===== src/rtl/fc_layer_if.sv =====
// fc_layer_if: run handshake plus layer-memory and weight-memory bus.
// master: fc_layer side. slave: controller / memory side.
//   start/busy/done        run control
//   crd/caddr_rd/cdata_rd  layer memory read port (sync, 1-cycle)
//   cwr/caddr_wr/cdata_wr  layer memory write port
//   csel                   layer memory bank select
//   wrd/waddr/wdata        weight memory read port (sync, 1-cycle)
interface fc_layer_if;
  logic        start;
  logic        busy;
  logic        done;
  logic        crd;
  logic [11:0] caddr_rd;
  logic [19:0] cdata_rd;
  logic        cwr;
  logic [11:0] caddr_wr;
  logic [19:0] cdata_wr;
  logic [2:0]  csel;
  logic        wrd;
  logic [12:0] waddr;
  logic [19:0] wdata;

  modport master (
    input  start,
    input  cdata_rd,
    input  wdata,
    output busy,
    output done,
    output crd,
    output caddr_rd,
    output cwr,
    output caddr_wr,
    output cdata_wr,
    output csel,
    output wrd,
    output waddr
  );

  modport slave (
    output start,
    output cdata_rd,
    output wdata,
    input  busy,
    input  done,
    input  crd,
    input  caddr_rd,
    input  cwr,
    input  caddr_wr,
    input  cdata_wr,
    input  csel,
    input  wrd,
    input  waddr
  );
endinterface


===== src/rtl/fc_layer.sv =====
// fc_layer: fully-connected stage over the flattened Q4.16 vector.
// Per output: dot product, + bias, round, saturate, optional ReLU, write.
//   clk    rising-edge clock
//   reset  asynchronous, active-low
//   bus    fc_layer_if.master (start/busy/done, layer + weight memories)
module fc_layer #(
  parameter int         VEC_LEN = 2048,
  parameter int         N_OUT   = 2,
  parameter logic [2:0] IN_SEL  = 3'b101,
  parameter logic [2:0] OUT_SEL = 3'b110,
  parameter bit         RELU    = 1'b1
) (
  input  logic        clk,
  input  logic        reset,
  fc_layer_if.master  bus
);

  localparam logic [2:0] S_IDLE  = 3'd0;
  localparam logic [2:0] S_FETCH = 3'd1;
  localparam logic [2:0] S_DRAIN = 3'd2;
  localparam logic [2:0] S_BIAS  = 3'd3;
  localparam logic [2:0] S_ROUND = 3'd4;
  localparam logic [2:0] S_WRITE = 3'd5;
  localparam logic [2:0] S_DONE  = 3'd6;

  localparam logic [11:0] I_LAST = 12'(VEC_LEN - 1);
  localparam logic [2:0]  O_LAST = 3'(N_OUT - 1);
  localparam logic [12:0] W_STEP = 13'(VEC_LEN);
  localparam logic [12:0] B_BASE = 13'(N_OUT * VEC_LEN);

  logic [2:0]  state;
  logic [2:0]  state_n;
  logic        ph;
  logic [11:0] i;
  logic [2:0]  o;
  logic [12:0] wbase;

  logic        go;
  logic        fetch_last;
  logic        o_last;

  logic        dv;
  logic        pv;
  logic signed [39:0] xin;
  logic signed [39:0] win;
  logic signed [39:0] prod;
  logic signed [51:0] acc;
  logic        [19:0] bias;

  logic [36:0] r;
  logic        pos_ovf;
  logic        neg_ovf;
  logic [19:0] sat;
  logic [19:0] res;

  logic        busy_q;
  logic        done_q;
  logic        crd_q;
  logic        wrd_q;
  logic        cwr_q;
  logic [2:0]  csel_q;
  logic [12:0] waddr_q;
  logic [11:0] caddr_wr_q;
  logic [19:0] cdata_wr_q;

  assign go         = (state == S_IDLE) && bus.start;
  assign fetch_last = (i == I_LAST);
  assign o_last     = (o == O_LAST);

  // ---------------- FSM ----------------
  always_comb begin
    state_n = state;
    unique case (state)
      S_IDLE:  if (bus.start) state_n = S_FETCH;
      S_FETCH: if (fetch_last) state_n = S_DRAIN;
      S_DRAIN: if (ph) state_n = S_BIAS;
      S_BIAS:  if (ph) state_n = S_ROUND;
      S_ROUND: state_n = S_WRITE;
      S_WRITE: state_n = o_last ? S_DONE : S_FETCH;
      S_DONE:  state_n = S_IDLE;
      default: state_n = S_IDLE;
    endcase
  end

  always_ff @(posedge clk or negedge reset) begin
    if (!reset) begin
      state <= S_IDLE;
    end else begin
      state <= state_n;
    end
  end

  // DRAIN and BIAS each last two cycles; ph marks the second.
  always_ff @(posedge clk or negedge reset) begin
    if (!reset) begin
      ph <= 1'b0;
    end else begin
      ph <= ((state == S_DRAIN) || (state == S_BIAS)) && !ph;
    end
  end

  // ---------------- counters ----------------
  always_ff @(posedge clk or negedge reset) begin
    if (!reset) begin
      i <= '0;
    end else if (go) begin
      i <= '0;
    end else if (state == S_FETCH) begin
      i <= fetch_last ? '0 : i + 12'd1;
    end
  end

  always_ff @(posedge clk or negedge reset) begin
    if (!reset) begin
      o <= '0;
    end else if (go) begin
      o <= '0;
    end else if ((state == S_WRITE) && !o_last) begin
      o <= o + 3'd1;
    end
  end

  // wbase tracks o*VEC_LEN without a multiplier.
  always_ff @(posedge clk or negedge reset) begin
    if (!reset) begin
      wbase <= '0;
    end else if (go) begin
      wbase <= '0;
    end else if ((state == S_WRITE) && !o_last) begin
      wbase <= wbase + W_STEP;
    end
  end

  always_ff @(posedge clk or negedge reset) begin
    if (!reset) begin
      waddr_q <= '0;
    end else if (go) begin
      waddr_q <= '0;
    end else begin
      unique case (state)
        S_FETCH: if (!fetch_last) waddr_q <= waddr_q + 13'd1;
        S_DRAIN: if (ph) waddr_q <= B_BASE + 13'(o);
        S_WRITE: if (!o_last) waddr_q <= wbase + W_STEP;
        default: ;
      endcase
    end
  end

  // ---------------- MAC pipeline ----------------
  assign xin = {{20{bus.cdata_rd[19]}}, bus.cdata_rd};
  assign win = {{20{bus.wdata[19]}}, bus.wdata};

  // dv: read data valid this cycle; pv: prod holds a fresh term.
  always_ff @(posedge clk or negedge reset) begin
    if (!reset) begin
      dv <= 1'b0;
      pv <= 1'b0;
    end else begin
      dv <= crd_q;
      pv <= dv;
    end
  end

  always_ff @(posedge clk or negedge reset) begin
    if (!reset) begin
      prod <= '0;
    end else if (dv) begin
      prod <= xin * win;
    end
  end

  always_ff @(posedge clk or negedge reset) begin
    if (!reset) begin
      acc <= '0;
    end else if (go || (state == S_WRITE)) begin
      acc <= '0;
    end else if (pv) begin
      acc <= acc + {{12{prod[39]}}, prod};
    end
  end

  always_ff @(posedge clk or negedge reset) begin
    if (!reset) begin
      bias <= '0;
    end else if ((state == S_BIAS) && ph) begin
      bias <= bus.wdata;
    end
  end

  // ---------------- round / saturate / relu ----------------
  // floor(acc/2^16) + acc[15] is round-half-up at bit 15.
  always_comb begin
    r = {acc[51], acc[51:16]}
      + {36'd0, acc[15]}
      + {{17{bias[19]}}, bias};
    pos_ovf = !r[36] && (r[35:19] != '0);
    neg_ovf = r[36] && (r[35:19] != '1);
    sat = r[19:0];
    if (pos_ovf) begin
      sat = 20'h7FFFF;
    end else if (neg_ovf) begin
      sat = 20'h80000;
    end
    res = (RELU && sat[19]) ? '0 : sat;
  end

  // ---------------- registered bus outputs ----------------
  always_ff @(posedge clk or negedge reset) begin
    if (!reset) begin
      busy_q <= 1'b0;
      done_q <= 1'b0;
      crd_q  <= 1'b0;
      wrd_q  <= 1'b0;
      cwr_q  <= 1'b0;
    end else begin
      busy_q <= (state_n != S_IDLE);
      done_q <= (state_n == S_DONE);
      crd_q  <= (state_n == S_FETCH);
      wrd_q  <= (state_n == S_FETCH)
             || ((state == S_DRAIN) && ph);
      cwr_q  <= (state_n == S_WRITE);
    end
  end

  // csel only moves when a strobe is about to rise.
  always_ff @(posedge clk or negedge reset) begin
    if (!reset) begin
      csel_q <= '0;
    end else begin
      unique case (1'b1)
        (state_n == S_FETCH): csel_q <= IN_SEL;
        (state_n == S_WRITE): csel_q <= OUT_SEL;
        default: ;
      endcase
    end
  end

  always_ff @(posedge clk or negedge reset) begin
    if (!reset) begin
      caddr_wr_q <= '0;
      cdata_wr_q <= '0;
    end else if (state == S_ROUND) begin
      caddr_wr_q <= {9'd0, o};
      cdata_wr_q <= res;
    end
  end

  assign bus.busy     = busy_q;
  assign bus.done     = done_q;
  assign bus.crd      = crd_q;
  assign bus.caddr_rd = i;
  assign bus.wrd      = wrd_q;
  assign bus.waddr    = waddr_q;
  assign bus.cwr      = cwr_q;
  assign bus.csel     = csel_q;
  assign bus.caddr_wr = caddr_wr_q;
  assign bus.cdata_wr = cdata_wr_q;

endmodule


===== src/flat_wrapper.sv =====
// flat-port wrapper written by rule: the top's interface ports become plain ports
module fc_layer_flat 
#(
  parameter int         VEC_LEN = 2048,
  parameter int         N_OUT   = 2,
  parameter logic [2:0] IN_SEL  = 3'b101,
  parameter logic [2:0] OUT_SEL = 3'b110,
  parameter bit         RELU    = 1'b1
)
  (clk, reset, bus_start, bus_cdata_rd, bus_wdata, bus_busy, bus_done, bus_crd, bus_caddr_rd, bus_cwr, bus_caddr_wr, bus_cdata_wr, bus_csel, bus_wrd, bus_waddr);
  fc_layer_if bus_i ();
  input  logic clk;
  input  logic reset;
  input wire logic [$bits(bus_i.start)-1:0] bus_start;
  input wire logic [$bits(bus_i.cdata_rd)-1:0] bus_cdata_rd;
  input wire logic [$bits(bus_i.wdata)-1:0] bus_wdata;
  output wire logic [$bits(bus_i.busy)-1:0] bus_busy;
  output wire logic [$bits(bus_i.done)-1:0] bus_done;
  output wire logic [$bits(bus_i.crd)-1:0] bus_crd;
  output wire logic [$bits(bus_i.caddr_rd)-1:0] bus_caddr_rd;
  output wire logic [$bits(bus_i.cwr)-1:0] bus_cwr;
  output wire logic [$bits(bus_i.caddr_wr)-1:0] bus_caddr_wr;
  output wire logic [$bits(bus_i.cdata_wr)-1:0] bus_cdata_wr;
  output wire logic [$bits(bus_i.csel)-1:0] bus_csel;
  output wire logic [$bits(bus_i.wrd)-1:0] bus_wrd;
  output wire logic [$bits(bus_i.waddr)-1:0] bus_waddr;
  assign bus_i.start = bus_start;
  assign bus_i.cdata_rd = bus_cdata_rd;
  assign bus_i.wdata = bus_wdata;
  assign bus_busy = bus_i.busy;
  assign bus_done = bus_i.done;
  assign bus_crd = bus_i.crd;
  assign bus_caddr_rd = bus_i.caddr_rd;
  assign bus_cwr = bus_i.cwr;
  assign bus_caddr_wr = bus_i.caddr_wr;
  assign bus_cdata_wr = bus_i.cdata_wr;
  assign bus_csel = bus_i.csel;
  assign bus_wrd = bus_i.wrd;
  assign bus_waddr = bus_i.waddr;
  fc_layer #(.VEC_LEN(VEC_LEN), .N_OUT(N_OUT), .IN_SEL(IN_SEL), .OUT_SEL(OUT_SEL), .RELU(RELU)) u_core (.clk(clk), .reset(reset), .bus(bus_i));
endmodule

===== config.mk =====
export PLATFORM = sky130hd
export DESIGN_NAME = fc_layer_flat
export DESIGN_NICKNAME = d
export VERILOG_FILES = /design/src/rtl/fc_layer_if.sv /design/src/rtl/fc_layer.sv /design/src/flat_wrapper.sv
export SDC_FILE = /design/constraint.sdc
export NUM_CORES = 2
export LEC_CHECK = 0
export BUFFER_PORTS_ARGS = -buffer_cell sky130_fd_sc_hd__buf_2
export CORE_MARGIN = 2
export CORE_UTILIZATION = 62
export CTS_CLUSTER_DIAMETER = 100
export DETAILED_ROUTE_END_ITERATION = 10
export PLACE_DENSITY = 0.8
export SKIP_CTS_REPAIR_TIMING = 1
export SLEW_MARGIN = 20
export SYNTH_ARGS = -nofsm -noshare
export SYNTH_HDL_FRONTEND = slang
export SYNTH_SLANG_ARGS = --single-unit

===== constraint.sdc =====
create_clock -name clk -period 6.6 [get_ports clk]
set_input_delay 0.33 -clock clk [delete_from_list [all_inputs] [get_ports clk]]
set_output_delay 0.33 -clock clk [all_outputs]
set_load 0.005 [all_outputs]

Word level (Yosys, flattened, before mapping):

Cells that the tools add are included.

* output and inout port bits: 65
* memories: 0
* memory bits (read-only): 0
* memory bits (writable): 0
* latch bits: 0
* register bits after elaboration: 190
* word-level logic and storage cells: 88

* bitwise logic cells: 0
* shift-type cells: 0
* divide/modulo/power cells: 0
* add/subtract/negate cells: 8
* reductions and logical operators: 22
* order comparisons: 0
* equal/unequal tests: 14
* $mul: 1
* multiplexer cells: 24

Operators by type and width (number)
* $mux W52: 2
* $mux W13: 6
* $add A52 B52 Y52: 1
* $mul A20 B20 Y40: 1
* $mux W20: 2
* $pmux W13 S3: 1
* $add A36 B2 Y37: 1
* $add A37 B37 Y37: 1
* $mux W12: 3
* $mux W3: 7
* $mux W19: 1
* $pmux W3 S6: 1
* $ne A17 B17 Y1 const B: 1
* $reduce_bool A17 Y1: 1
* $add A13 B1 Y13 const B: 1
* $add A13 B12 Y13 const B: 1
* $add A13 B3 Y13 const A: 1
* $add A12 B1 Y12 const B: 1
* $eq A12 B11 Y1 const B: 1
* $eq A3 B3 Y1 const B: 4
* $eq A3 B1 Y1 const B: 3
* $reduce_bool A2 Y1: 4
* $logic_and A1 B1 Y1: 7
* $eq A3 B2 Y1 const B: 2
* other kinds (10): 15

Longest topological paths before layout:

* word-level depth: 7
* depth in mapped cells: 28
* mapped depth without buffers: 27

Worst setup path before layout:

OpenSTA, ideal clock, no wires.

* path kind: in2reg
* start: input port bus_cdata_rd[19]
* end: register u_core.prod[37]
* path buffers: 1
* slack: -0.629 ns
* stages: 25
* setup time: 0.125 ns
* data required time: 6.475 ns
* arrival: 7.104 ns
* path through: clkbuf_1 > nand2_1 > fa_1 > inv_1 > fa_1 > inv_1 > fa_1 > inv_1 > fa_1 > fa_1 > fa_1 > inv_1 > fa_1 > inv_1 > ha_1 > and4_1 > inv_1 > or3_1 > o22ai_1 > o21ai_1 > o21ai_0 > a21o_1 > a21oi_1 > xnor2_1 > mux2_2

* word-level cells in the longest chain between the ends: 1

RTL lines
* start: declaration: line flat_wrapper.sv:15 `input wire logic [$bits(bus_i.cdata_rd)-1:0] bus_cdata_rd;`
* $mul A20 B20 Y40: line fc_layer.sv:168 `prod <= xin * win;`
* end signal: assignment: line fc_layer.sv:168
* end: declaration: line fc_layer.sv:46 `logic signed [39:0] prod;`

Every way passes these cells.
A chain may end at the register's enable or synchronous reset.

Worst setup path after layout:

Same ends and word-level chain as after synthesis.

==> impl_metrics.env <==
export IMPL_grt_max_degree=65
export IMPL_fin_nets=3845
export IMPL_antenna_left=0
export IMPL_synth_top_area_share_pct=31.01
export IMPL_ys_warn_count=0
export IMPL_yosysTopAreaCell="fa_1"
export IMPL_n_antenna_cell=0
export IMPL_ioPinCount=108
export IMPL_clk_pin_slew_ns=0.07
export IMPL_crit_arrival_ns=6.89
export IMPL_cts_sinks=178
export IMPL_setup_viol=0
export IMPL_die_width_um=213.9
export IMPL_drive_gt1_share_pct=14.55
export IMPL_grtUsageTotal_pct=31.09
export IMPL_routedWlPerCell_um=18.19
export IMPL_ys_seq_area_share_pct=16.31
export IMPL_cp_required_ns=6.92
export IMPL_clock_skew_final_ns=0.01118
export IMPL_crit_slowest_cell="fa_2"
export IMPL_crit_buf_inv=5
export IMPL_utilization_pct=70.77
export IMPL_clock_path_buffers=2
export IMPL_seqCellArea_sq_mm=0.004457
export IMPL_start_util_pct=63.12
export IMPL_min_path_type="input pin to flip-flop"
export IMPL_drc=0
export IMPL_place_congestion=0.9589
export IMPL_numCtsBuffers=17
export IMPL_wl_mm=68.77
export IMPL_slew_viol_final=0
export IMPL_grt_pass1_wl_mm=112.7
export IMPL_start_kind="input pin"
export IMPL_netlist_area_sq_mm=0.02731
export IMPL_worst_pin_slew_ns=1.014
export IMPL_drt_iter0_drc=1696
export IMPL_fin_crit_sh_pct=99.58
export IMPL_cts_tree="built"
export IMPL_ys_types=79
export IMPL_critPathCaptureType="flip-flop"
export IMPL_rows=76
export IMPL_fillerInstances=3162
export IMPL_synth_avg_cell_area_sq_um=9.106
export IMPL_cap_violations=0
export IMPL_relSlewSlack_pct=31.96
export IMPL_h_tree_depth=4
export IMPL_synth_seq_cells=178
export IMPL_fmax_mhz=152.2
export IMPL_critical_path_class="input pin to flip-flop"
export IMPL_ctsRootBufferMaster="clkbuf_16"
export IMPL_synthCells=2999
export IMPL_antenna_found_initial=1
export IMPL_worst_path_largest_cell_delay_ns=0.63
export IMPL_dpl_hpwl_mm=57.08
export IMPL_synth_ff_type="dfrtp_1"
export IMPL_dieArea_sq_mm=0.04574
export IMPL_layout_min_cycle_time_ns=6.572
export IMPL_use_met3_pct=4.189
export IMPL_clock_latency_ns=0.44
export IMPL_critical_path_most_common_cell="fa_1"
export IMPL_dr_pass1_iters=7
export IMPL_final_setup_worst_slack_ns=0.02787
export IMPL_grt_overflow=0
export IMPL_finalHoldViolCount=0
export IMPL_coreArea_sq_mm=0.04327
export IMPL_cpLargestDelayFamily="adder cells"
export IMPL_synth_area_leaders="fa_1, dfrtp_1, ha_1"
export IMPL_port_buffers=97
export IMPL_grt_pass1_vias=23046
export IMPL_vias_per_cell=5.726
export IMPL_grt_most_used_layer="met2"
export IMPL_num_vias=21646
export IMPL_synth_edf_count=0
export IMPL_grtUsageMet1_pct=40.12
export IMPL_syn2layout_area_growth_pct=12.12
export IMPL_dieHeight_um=213.9
export IMPL_async_flop_share_pct=100.0
export IMPL_tns_ns=0
export IMPL_critPathMaxFanout=6
export IMPL_status="finished, final reports clean"
export IMPL_multi_input_area_sq_mm=0.02074
export IMPL_dp_slack_ns=-0.8798
export IMPL_met2_usage_pct=55.03
export IMPL_rsz0062_at_grt="yes"
==> cells in the final DEF, fill, tap and decap left out, types with 39 or more instances in the layout <==
| master | instances |
|---|---|
| o21ai_0 | 89 |
| and2_1 | 207 |
| ha_1 | 193 |
| mux2_2 | 49 |
| nand3_1 | 39 |
| dfrtp_1 | 176 |
| a21o_1 | 65 |
| buf_4 | 210 |
| fa_1 | 418 |
| a21oi_1 | 161 |
| nor2_1 | 154 |
| nand2_1 | 258 |
| inv_1 | 475 |
| buf_2 | 67 |
| xnor2_1 | 86 |
==> layer usage <==
| metal | vias up | wire length [um] |
|---|---|---|
| met1 | 10764 | 28780 |
| met5 | - | 0 |
| met2 | 765 | 34270 |
| met3 | 120 | 4189 |
| li1 | 9997 | - |
| met4 | 0 | 1519 |
==> cells by family after synthesis <==
group / synth area share [%]
buffers and inverters: 8.888
AO/OA/AOI/OAI: 12.54
other: 0.01373
XOR/XNOR: 3.945
AND/OR/NAND/NOR: 14.89
multiplexers: 3.381
adder cells (fa/ha/maj): 40.03
flip-flops: 16.31
==> flip-flops by register name, indices dropped and copies added, names as in the netlist, 2 cells and up <==
signal / count
u_core.bus.cdata_wr: 19
u_core.bus.caddr_rd: 12
u_core.bus.csel: 3
u_core.bias: 20
u_core.acc: 52
u_core.bus.waddr: 13
u_core.bus.caddr_wr: 3
u_core.o: 3
u_core.prod: 40
u_core.state: 3
u_core.wbase: 2
==> path summary, 6_finish.rpt <==
check                                 startpoint  depth (start not counted)  slack [ns]                      end
worst max register to register    u_core.acc[15]                         14        1.77  u_core.bus.cdata_wr[12]
worst min-delay path               bus_wdata[10]                          3        0.31          u_core.bias[10]
max in group asynchronous                  reset                          3        4.93                u_core.pv
worst max-delay path            bus_cdata_rd[19]                         25        0.03          u_core.prod[37]
worst min register to register    u_core.bus.crd                          0        0.44                u_core.dv
min in group asynchronous                  reset                          2        0.42   u_core.bus.caddr_rd[5]
==> worst reg2reg max path, stage by stage, from the launching register on <==
cell and delay (ns):
dfrtp_1 0.42, fa_1 0.45, inv_1 0.09, fa_1 0.19, nand2b_1 0.13, a21oi_1 0.09, a2111oi_1 0.78, o31ai_1 0.28
a21oi_1 0.27, xor2_1 0.19, o21ai_0 0.12, a2111o_1 0.33, nor4_1 0.37, and4_1 0.73, a41oi_1 0.21
==> through the flow <==
stage	hold WS, ns	instance area (sq um)	cells
after floorplan	0.03441	27490	3008
after global placement	0.3255	29590	3739
after detailed placement	0.3316	29590	3739
after CTS	-0.1378	30190	3771
after global routing	0.3080	30620	3780
final	0.3117	30620	3780
==> final cells by class <==
class	instances	area share, %
flip-flops and latches	178	14.56
well taps	585	2.390
clock inverters	13	0.4904
inverters	487	5.978
clock buffers	19	1.479
repair buffers	304	7.372
multi-input cells	2194	67.73
==> cell usage after synthesis (all sizes together) (65+ instances only) <==
master    n
o21ai   106
nor2    154
and2    220
a21o     65
fa      423
a21oi   171
ha      197
dfrtp   178
nand2   261
clkbuf  131
xnor2    86
inv     486
Power is left out: the tool's default activity adds up to more than one toggle a clock period on the data nets, which glitch-free logic cannot reach.
